File: src/rtl/dtree_pkg.sv
// Shared types and helpers for the decision-tree feeder.
// Holds the FSM state enum, the LW width helper and the timeout result.
package dtree_pkg;

  typedef enum logic [1:0] {
    S_IDLE,
    S_SEND,
    S_WAIT,
    S_HOLD
  } feeder_state_t;

  // max(1, clog2(n)): width of level/path and of the feature index
  function automatic int lw_of(input int n);
    return (n <= 2) ? 1 : $clog2(n);
  endfunction

  // result reported when the tree never answers
  localparam logic [31:0] TIMEOUT_RESULT = '1;

endpackage

File: src/rtl/dtree_feeder_watchdog.sv
// WAIT-state watchdog: counts cycles while run is high.
// Ports: clk, rst_n, run (in WAIT), expired (last allowed WAIT cycle).
module dtree_feeder_watchdog
  import dtree_pkg::*;
#(
  parameter int TIMEOUT_CYCLES = 64
) (
  input  logic clk,
  input  logic rst_n,
  input  logic run,
  output logic expired
);

  localparam int CW = lw_of(TIMEOUT_CYCLES);

  logic [CW-1:0] cnt_q;
  logic [CW-1:0] cnt_d;

  assign expired = run && (cnt_q == CW'(TIMEOUT_CYCLES - 1));

  always_comb begin
    cnt_d = cnt_q;
    if (!run) begin
      cnt_d = '0;
    end else if (!expired) begin
      cnt_d = cnt_q + 1'b1;
    end
  end

  always_ff @(posedge clk or negedge rst_n) begin
    if (!rst_n) begin
      cnt_q <= '0;
    end else begin
      cnt_q <= cnt_d;
    end
  end

endmodule

File: src/rtl/dtree_feeder.sv
// Serializes a feature vector into dtree and returns its verdict.
// Ports: frame_* (upstream), tx_* (tree sample), tree_* (verdict),
// class_* (result out), protocol_err (sticky). Watchdog: DTREE_FEEDER_WATCHDOG_EN.
module dtree_feeder
  import dtree_pkg::*;
#(
  parameter int FEATURES       = 3,
  parameter int IN_WIDTH       = 10,
  parameter int TIMEOUT_CYCLES = 64
) (
  input  logic                         clk,
  input  logic                         reset,
  input  logic                         frame_valid,
  output logic                         frame_ready,
  input  logic [FEATURES*IN_WIDTH-1:0] frame,
  output logic                         tx_valid,
  input  logic                         tx_ready,
  output logic [IN_WIDTH-1:0]          tx_sample,
  input  logic [lw_of(FEATURES)-1:0]   tree_level,
  input  logic [lw_of(FEATURES)-1:0]   tree_path,
  input  logic                         tree_valid,
  output logic                         class_valid,
  input  logic                         class_ready,
  output logic [lw_of(FEATURES)-1:0]   class_level,
  output logic [lw_of(FEATURES)-1:0]   class_path,
  output logic                         protocol_err
);

  localparam int LW = lw_of(FEATURES);
  localparam int IW = lw_of(FEATURES);

  feeder_state_t state_q, state_d;

  logic [IN_WIDTH-1:0] vec_q [FEATURES];
  logic [IN_WIDTH-1:0] vec_d [FEATURES];
  logic [IW-1:0]       idx_q, idx_d;
  logic                frame_ready_q, frame_ready_d;
  logic                tx_valid_q, tx_valid_d;
  logic [IN_WIDTH-1:0] tx_sample_q, tx_sample_d;
  logic                class_valid_q, class_valid_d;
  logic [LW-1:0]       level_q, level_d;
  logic [LW-1:0]       path_q, path_d;
  logic                err_q, err_d;
  logic                wd_run;
  logic                wd_expired;

  assign wd_run = (state_q == S_WAIT);

`ifdef DTREE_FEEDER_WATCHDOG_EN
  dtree_feeder_watchdog #(
    .TIMEOUT_CYCLES(TIMEOUT_CYCLES)
  ) u_wd (
    .clk    (clk),
    .rst_n  (reset),
    .run    (wd_run),
    .expired(wd_expired)
  );
`else
  localparam int unused_timeout = TIMEOUT_CYCLES;
  logic unused_wd_run;
  assign unused_wd_run = wd_run;
  assign wd_expired = 1'b0;
`endif

  assign frame_ready  = frame_ready_q;
  assign tx_valid     = tx_valid_q;
  assign tx_sample    = tx_sample_q;
  assign class_valid  = class_valid_q;
  assign class_level  = level_q;
  assign class_path   = path_q;
  assign protocol_err = err_q;

  always_comb begin
    state_d       = state_q;
    vec_d         = vec_q;
    idx_d         = idx_q;
    tx_valid_d    = tx_valid_q;
    tx_sample_d   = tx_sample_q;
    class_valid_d = class_valid_q;
    level_d       = level_q;
    path_d        = path_q;
    // a verdict is only legal while waiting for one
    err_d         = err_q | (tree_valid && (state_q != S_WAIT));

    unique case (state_q)
      S_IDLE: begin
        if (frame_valid && frame_ready_q) begin
          for (int k = 0; k < FEATURES; k++) begin
            vec_d[k] = frame[k*IN_WIDTH +: IN_WIDTH];
          end
          idx_d       = '0;
          tx_valid_d  = 1'b1;
          tx_sample_d = frame[IN_WIDTH-1:0];
          state_d     = S_SEND;
        end
      end
      S_SEND: begin
        if (tx_ready) begin
          if (idx_q == IW'(FEATURES - 1)) begin
            tx_valid_d = 1'b0;
            state_d    = S_WAIT;
          end else begin
            idx_d       = idx_q + 1'b1;
            tx_sample_d = vec_q[idx_d];
          end
        end
      end
      S_WAIT: begin
        // a real verdict beats a same-edge expiry
        if (tree_valid) begin
          level_d       = tree_level;
          path_d        = tree_path;
          class_valid_d = 1'b1;
          state_d       = S_HOLD;
        end else if (wd_expired) begin
          level_d       = TIMEOUT_RESULT[LW-1:0];
          path_d        = TIMEOUT_RESULT[LW-1:0];
          err_d         = 1'b1;
          class_valid_d = 1'b1;
          state_d       = S_HOLD;
        end
      end
      S_HOLD: begin
        if (class_ready) begin
          class_valid_d = 1'b0;
          state_d       = S_IDLE;
        end
      end
      default: state_d = S_IDLE;
    endcase

    // ready only from the cycle after a result handshake
    frame_ready_d = (state_d == S_IDLE);
  end

  always_ff @(posedge clk or negedge reset) begin
    if (!reset) begin
      state_q       <= S_IDLE;
      for (int k = 0; k < FEATURES; k++) begin
        vec_q[k] <= '0;
      end
      idx_q         <= '0;
      frame_ready_q <= 1'b0;
      tx_valid_q    <= 1'b0;
      tx_sample_q   <= '0;
      class_valid_q <= 1'b0;
      level_q       <= '0;
      path_q        <= '0;
      err_q         <= 1'b0;
    end else begin
      state_q       <= state_d;
      vec_q         <= vec_d;
      idx_q         <= idx_d;
      frame_ready_q <= frame_ready_d;
      tx_valid_q    <= tx_valid_d;
      tx_sample_q   <= tx_sample_d;
      class_valid_q <= class_valid_d;
      level_q       <= level_d;
      path_q        <= path_d;
      err_q         <= err_d;
    end
  end

endmodule

File: config.mk
export PLATFORM = sky130hd
export DESIGN_NAME = dtree_feeder
export DESIGN_NICKNAME = d
export VERILOG_FILES = /design/src/rtl/dtree_pkg.sv /design/src/rtl/dtree_feeder_watchdog.sv /design/src/rtl/dtree_feeder.sv
export SDC_FILE = /design/constraint.sdc
export NUM_CORES = 1
export LEC_CHECK = 0
export BUFFER_PORTS_ARGS = -buffer_cell sky130_fd_sc_hd__buf_2
export CAP_MARGIN = 20
export CELL_PAD_IN_SITES_DETAIL_PLACEMENT = 1
export CELL_PAD_IN_SITES_GLOBAL_PLACEMENT = 2
export CORE_MARGIN = 2
export CORE_UTILIZATION = 29
export CTS_CLUSTER_DIAMETER = 80
export DETAILED_ROUTE_END_ITERATION = 6
export PLACE_DENSITY = 0.82
export SYNTH_ARGS = -nofsm -noshare
export SYNTH_HDL_FRONTEND = slang
export SYNTH_HIERARCHICAL = 1
export SYNTH_SLANG_ARGS = --single-unit
File: constraint.sdc
create_clock -name clk -period 1.7 [get_ports clk]
set_input_delay 0.17 -clock clk [delete_from_list [all_inputs] [get_ports clk]]
set_output_delay 0.17 -clock clk [all_outputs]
set_load 0.02 [all_outputs]
==> metrics, run 1 <==
total gr overflow=0; first-pass GRT wire length=9850 µm; initial antenna violation count=0; post-synthesis cell count=244; Top FF cell, synth=dfrtp_1; post-layout util=37.6%; n_diodes=0; hold path depth=3; total of max-cap violations=0; die area=8780 µm²; initial core utilization=30.0%; Post-synth top cells=94 x nand2_1, 52 x dfrtp_1, 14 x mux2_2, 12 x nand3_1; syn_area_per_cell=9.56 µm²; sequential fraction of design power=38.9%; nets=346; largest cells by area after synthesis=dfrtp_1 56%, nand2_1 15%, mux2_2 6.8%; # IOs=58; sequential element share of the synthesized area=55.8%; Final GP Congestion=0.742; Period Utilization, post-route=87.9%; Total Wirelength=5780 µm; FF-to-FF End=tx_sample[4]$_DFFE_PN0P_; crit start category=register; Yosys top cell by area=dfrtp_1; setup violators final=0; slowest cell delay on critical path=0.36 ns; post-synthesis mux area share=6.76%; row count=32; adder-cell share of the synthesized area=0.536%; synthesized area=2330 µm²; P_leak=1.47 nW; largest net degree at the start of global routing=43; worst-skew pair later-pin latency=0.30 ns; Compound-Gate Fraction of Synth Area=10.4%; first-pass iteration count of the detailed router=4; endpoints failing hold=0; number of buffers added on ports=57; worst r2r src=idx_q[0]$_DFFE_PN0P_; area share of xor/xnor cells in the synthesized design=0%; CP arrival=1.70 ns; Post-synth EDFFs=0; clock skew=0.0106 ns; reg2reg setup slack=0.21 ns; crit end category=register; CP Buf/Inv Count=1; TritonCTS clock tree=yes; Post-Layout Cell Count=408; vias=1907; most common cell in the synthesized netlist=nand2_1; Worst Reg-to-Reg Cells=5; setup TNS=0 ns; DR iter-0 viols=101; die width=93.7 µm; synth-to-layout area growth=25.2%; Critical Path RT=1.91 ns; CP Max Fanout=10; root buffer cell=clkbuf_8; Final ANT Viol Nets=0; CTS Buffer Depth=2; CTS Sinks=52; Placed Cells=399; status=complete, no violations; simple logic cell fraction of the synthesized area=23.0%; synth unique cells=29; worst vdd ir=0.468 mV; residual DRC count=0; Yosys top cell area share=55.8%; RSZ-0062 raised after global routing=false; Synth Net Count=285; CTS clk-pin slew, worst paths=0.09 ns; flops & latches, synth=52; post-DP HPWL=4140 µm; CP delay by family, top=simple AND/OR/NAND/NOR gates; Critical Path Source=idx_q[0]$_DFFE_PN0P_; fraction of layout cells with a size suffix above 1=31.7%; internal power=3.38 mW; asr flop ratio synth=100%; combinational power share=44.7%; Synthesis Warnings=6; worst hold path class=input port to register; vias per cell=4.67; Net Sw Frac=38.7%; worst setup path class=register to register; highest-delay cell along the critical path=dfrtp_1; switching pwr=2.14 mW; Die Ht=93.7 µm; Final Slew Violations=0; total track usage=14.2%; vias in the first global route=2031; Slew @ Worst Pin=0.516 ns; Fill cells=958; CP Cell Sequence=inv_1, ha_1, nand4bb_2, and2_2, o31ai_1; Slew HR=65.6%; WHS Endpoint=vec_q[19]$_DFFE_PN0P_; Min Clock Period, post-route=1.49 ns; htree depth=2; Hold Startpoint=frame[19]; Setup Buffers After CTS=0; fmax=669 MHz; Pwr Density=1890 nW/µm²; Inserted Clock Buffers=5; WL per Instance=14.2 µm; Clk pwr share=16.5%; main combinational cell family by area after synthesis=simple AND/OR/NAND/NOR gates; Core Footprint=7770 µm²
worst min-delay path, stage by stage:
cell     delay, ns
buf_2         0.07
nand2_1       0.04
nand2_1       0.05
registers in the layout (all words and copies together), names as in the netlist:
register	count
idx_q	2
vec_q	30
state_q	2
protocol_err	1
tx_valid	1
frame_ready	1
class_path	2
class_valid	1
class_level	2
tx_sample	10
stage by stage:
stage	cell area [µm²]	hold slack (ns)	power (mW)	worst slack, ns
global placement	2780	0.127	4.58	0.250
floorplan	2340	-0.126	3.83	0.0165
CTS	2920	0.0480	5.61	0.150
global route	2920	0.0416	6.03	0.0394
finish	2920	0.0530	5.52	0.206
detailed placement	2780	0.129	4.69	0.177
area by class of cell:
cell class                      instances  area [µm²]  area share [%]
Multi-Input combinational cell        174         955            32.7
Tap cell                              102         128            4.37
Clock buffer                            7        96.3            3.30
Sequential cell                        52        1300            44.6
Inverter                                1        3.75           0.129
Clock inverter                          1        30.0            1.03
Timing Repair Buffer                   71         405            13.9
routing by layer:
metal  GRT usage [%]  share of wire [%]  vias up
li1                -                  -      944
met1            18.9                 46      919
met2            23.6                 48       39
met3            3.45                4.5        5
met4            2.90               0.85        0
met5               0                  0        -
power groups by stage:
stage | clock network [mW] | registers [mW] | logic (mW)
3_5_place_dp | 0 | 2.18 | 2.51
4_1_cts | 0.938 | 2.16 | 2.51
6_report | 0.910 | 2.14 | 2.46
2_1_floorplan | 0 | 2.31 | 1.52
3_3_place_gp | 0 | 2.16 | 2.42
5_1_grt | 0.991 | 2.22 | 2.82
repair_timing:
| action | 4_1_cts | 5_1_grt |
|---|---|---|
| endpoints found under the setup margin | 0 | 1 |
| gates resized for setup | 0 | 1 |
| hold endpoints to repair | 16 | 0 |
| hold buffers | 1 | 0 |
cells by family after synthesis:
family | Yosys count
compound gates | 33
fa+ha+maj | 1
simple gates | 126
buf+inv | 18
mux | 14
flops | 52
layout by cell type (no fill, tap or decap):
cell	instances
o2bb2ai_1	1
inv_1	1
o211ai_1	1
nand2_1	94
buf_12	1
nor2b_1	1
a221oi_1	10
nand2b_1	2
ha_1	1
and3b_1	1
clkbuf_8	7
mux2_2	14
nand3_1	12
a21o_1	1
o21ai_0	6
nand3b_1	1
bufinv_16	1
a31o_2	1
buf_4	12
a211oi_1	1
o31ai_1	10
dfrtp_1	52
buf_2	57
dlygate4sd3_1	1
a21oi_1	2
nand4bb_2	2
nor2_1	11
and4bb_2	1
and2_2	1
worst max path at each step:
stage                                to  slack [ns]  cells after the start
4_1_cts        tx_sample[0]$_DFFE_PN0P_        0.15                      5
3_5_place_dp   tx_sample[0]$_DFFE_PN0P_        0.18                      5
3_3_place_gp   tx_sample[1]$_DFFE_PN0P_        0.25                      5
2_1_floorplan  tx_sample[0]$_DFFE_PN0P_        0.02                      7
5_1_grt        tx_sample[8]$_DFFE_PN0P_        0.04                      5
6_report       tx_sample[4]$_DFFE_PN0P_        0.21                      5
Note: power is estimated with default switching activity, not from simulation.
==> inputs of run 2 (changes only) <==
CORE_MARGIN = default   (was 2)
==> metrics, run 2 (synthesized netlist as in run 1, its figures left out) <==
status=complete, no violations; die area=8410 µm²; met1 WL=2860 µm; Slew @ Worst Pin=0.493 ns; met2 WL=2850 µm; CP Cell Sequence=inv_1, ha_1, nor2b_2, buf_4, a221oi_1, o31ai_1; WL met3=255 µm; first-pass GRT wire length=10100 µm; Post-Layout Cell Count=406; htree depth=2; largest register by flop count=vec_q; endpoints failing hold=0; Core Footprint=7770 µm²; total track usage=15.3%; die width=91.7 µm; # IOs=58; vias=1909; initial antenna violation count=0; Placed Cells=397; Register Area=1300 µm²; largest net degree at the start of global routing=43; first-pass iteration count of the detailed router=4; internal power=3.39 mW; crit end category=register; row count=32; fraction of layout cells with a size suffix above 1=31.9%; Slew HR=67.1%; Final Slew Violations=0; setup TNS=0 ns; Net Sw Frac=39.3%; worst vdd ir=0.539 mV; CP arrival=1.79 ns; most frequent cells in the layout=94 x nand2_1, 57 x buf_2, 51 x dfrtp_1; Final GP Congestion=0.727; combinational power share=44.1%; CP Buf/Inv Count=2; Die Ht=91.7 µm; worst-skew pair later-pin latency=0.31 ns; Min Clock Period, post-route=1.58 ns; CTS clk-pin slew, worst paths=0.09 ns; sequential fraction of design power=39.2%; Final ANT Viol Nets=0; nets=344; vias in the first global route=1991; post-DP HPWL=4170 µm; multi-input logic area=958 µm²; total of max-cap violations=0; number of flip-flops in the largest register=30; initial core utilization=30.0%; Period Utilization, post-route=92.8%; TritonCTS clock tree=yes; worst hold path class=input port to register; slowest cell delay on critical path=0.40 ns; P_leak=1.47 nW; root buffer cell=clkbuf_8; DR iter-0 viols=72; Critical Path RT=1.92 ns; WL per Instance=14.8 µm; Pwr Density=1910 nW/µm²; synth-to-layout area growth=25.3%; CP Max Fanout=8; Clk pwr share=16.7%; switching pwr=2.19 mW; residual DRC count=0; clock skew=0.00768 ns; worst setup path class=register to register; setup violators final=0; total gr overflow=0; top layer in use=met4; n_diodes=0; CTS Buffer Depth=2; CTS Sinks=52; Inserted Clock Buffers=5; RSZ-0062 raised after global routing=false; highest-delay cell along the critical path=dfrtp_1; commonest non-fill, non-tap cell in the layout=nand2_1; CP delay by family, top=flip-flops; fmax=634 MHz; vias per cell=4.70; Setup Buffers After CTS=0; Total Wirelength=6010 µm; Fill cells=923; number of buffers added on ports=57; crit start category=register
==> run 2: cell types whose count changed in the layout (fill, tap and decap cells not counted), sizes merged <==
| cell | previous run | this run |
|---|---|---|
| buf | 70 | 68 |
==> run 2: what timing repair did <==
| action | in CTS | in global routing |
|---|---|---|
| hold endpoints to repair | 18 | 0 |
| endpoints found under the setup margin | 0 | 9 |
| hold buffers | 1 | 0 |
| gates resized for setup | 0 | 4 |
==> run 2: worst min-delay path, delay by kind of cell <==
| kind | cells | cell delay [ns] |
|---|---|---|
| AND/OR/NAND/NOR | 2 | 0.08 |
| buffers and inverters | 1 | 0.07 |
==> run 2: layout make-up <==
class	count	area share, %
sequential	52	44.6
clock inverter	1	1.03
timing repair buffer	69	13.8
inverter	1	0.128
tap	102	4.37
multi-input combinational	174	32.8
clock buffer	7	3.30
==> run 2: final timing paths <==
path / startpoint / to / slack, ns / cells after the start
max in group asynchronous: reset / idx_q[1]$_DFFE_PN0P_ / 0.81 / 3
worst max-delay path: idx_q[0]$_DFFE_PN0P_ / tx_sample[1]$_DFFE_PN0P_ / 0.12 / 6
min in group asynchronous: reset / class_valid$_DFFE_PN0P_ / 0.34 / 2
worst min-delay path: frame[17] / vec_q[17]$_DFFE_PN0P_ / 0.04 / 3
worst min register to register: vec_q[16]$_DFFE_PN0P_ / vec_q[16]$_DFFE_PN0P_ / 0.48 / 2
worst max register to register: idx_q[0]$_DFFE_PN0P_ / tx_sample[1]$_DFFE_PN0P_ / 0.12 / 6
==> run 2: power groups by stage <==
| stage | sequential, mW | clock (mW) | combinational (mW) |
|---|---|---|---|
| 2_1_floorplan | 2.31 | 0 | 1.52 |
| 3_3_place_gp | 2.19 | 0 | 2.37 |
| 3_5_place_dp | 2.21 | 0 | 2.48 |
| 4_1_cts | 2.19 | 0.955 | 2.49 |
| 5_1_grt | 2.26 | 0.996 | 2.77 |
| 6_report | 2.19 | 0.933 | 2.46 |
==> run 2: stage by stage <==
| step | setup slack [ns] | utilization [%] | power, mW | hold WS [ns] | area (µm²) |
|---|---|---|---|---|---|
| 2_1_floorplan | 0.0165 | - | 3.83 | -0.126 | 2340 |
| 3_3_place_gp | 0.175 | 35.8 | 4.56 | 0.152 | 2780 |
| 3_5_place_dp | 0.0380 | 35.8 | 4.69 | 0.147 | 2780 |
| 4_1_cts | 0.0326 | 37.5 | 5.63 | 0.0359 | 2920 |
| 5_1_grt | 0.0104 | 37.6 | 6.02 | 0.0484 | 2920 |
| 6_report | 0.122 | 37.6 | 5.58 | 0.0403 | 2920 |
==> run 2: per-layer routing <==
layer,vias to the layer above,global-route usage (%)
met5,-,0
met4,0,3.57
met3,4,2.90
met2,49,24.9
met1,916,21.1
li1,940,-
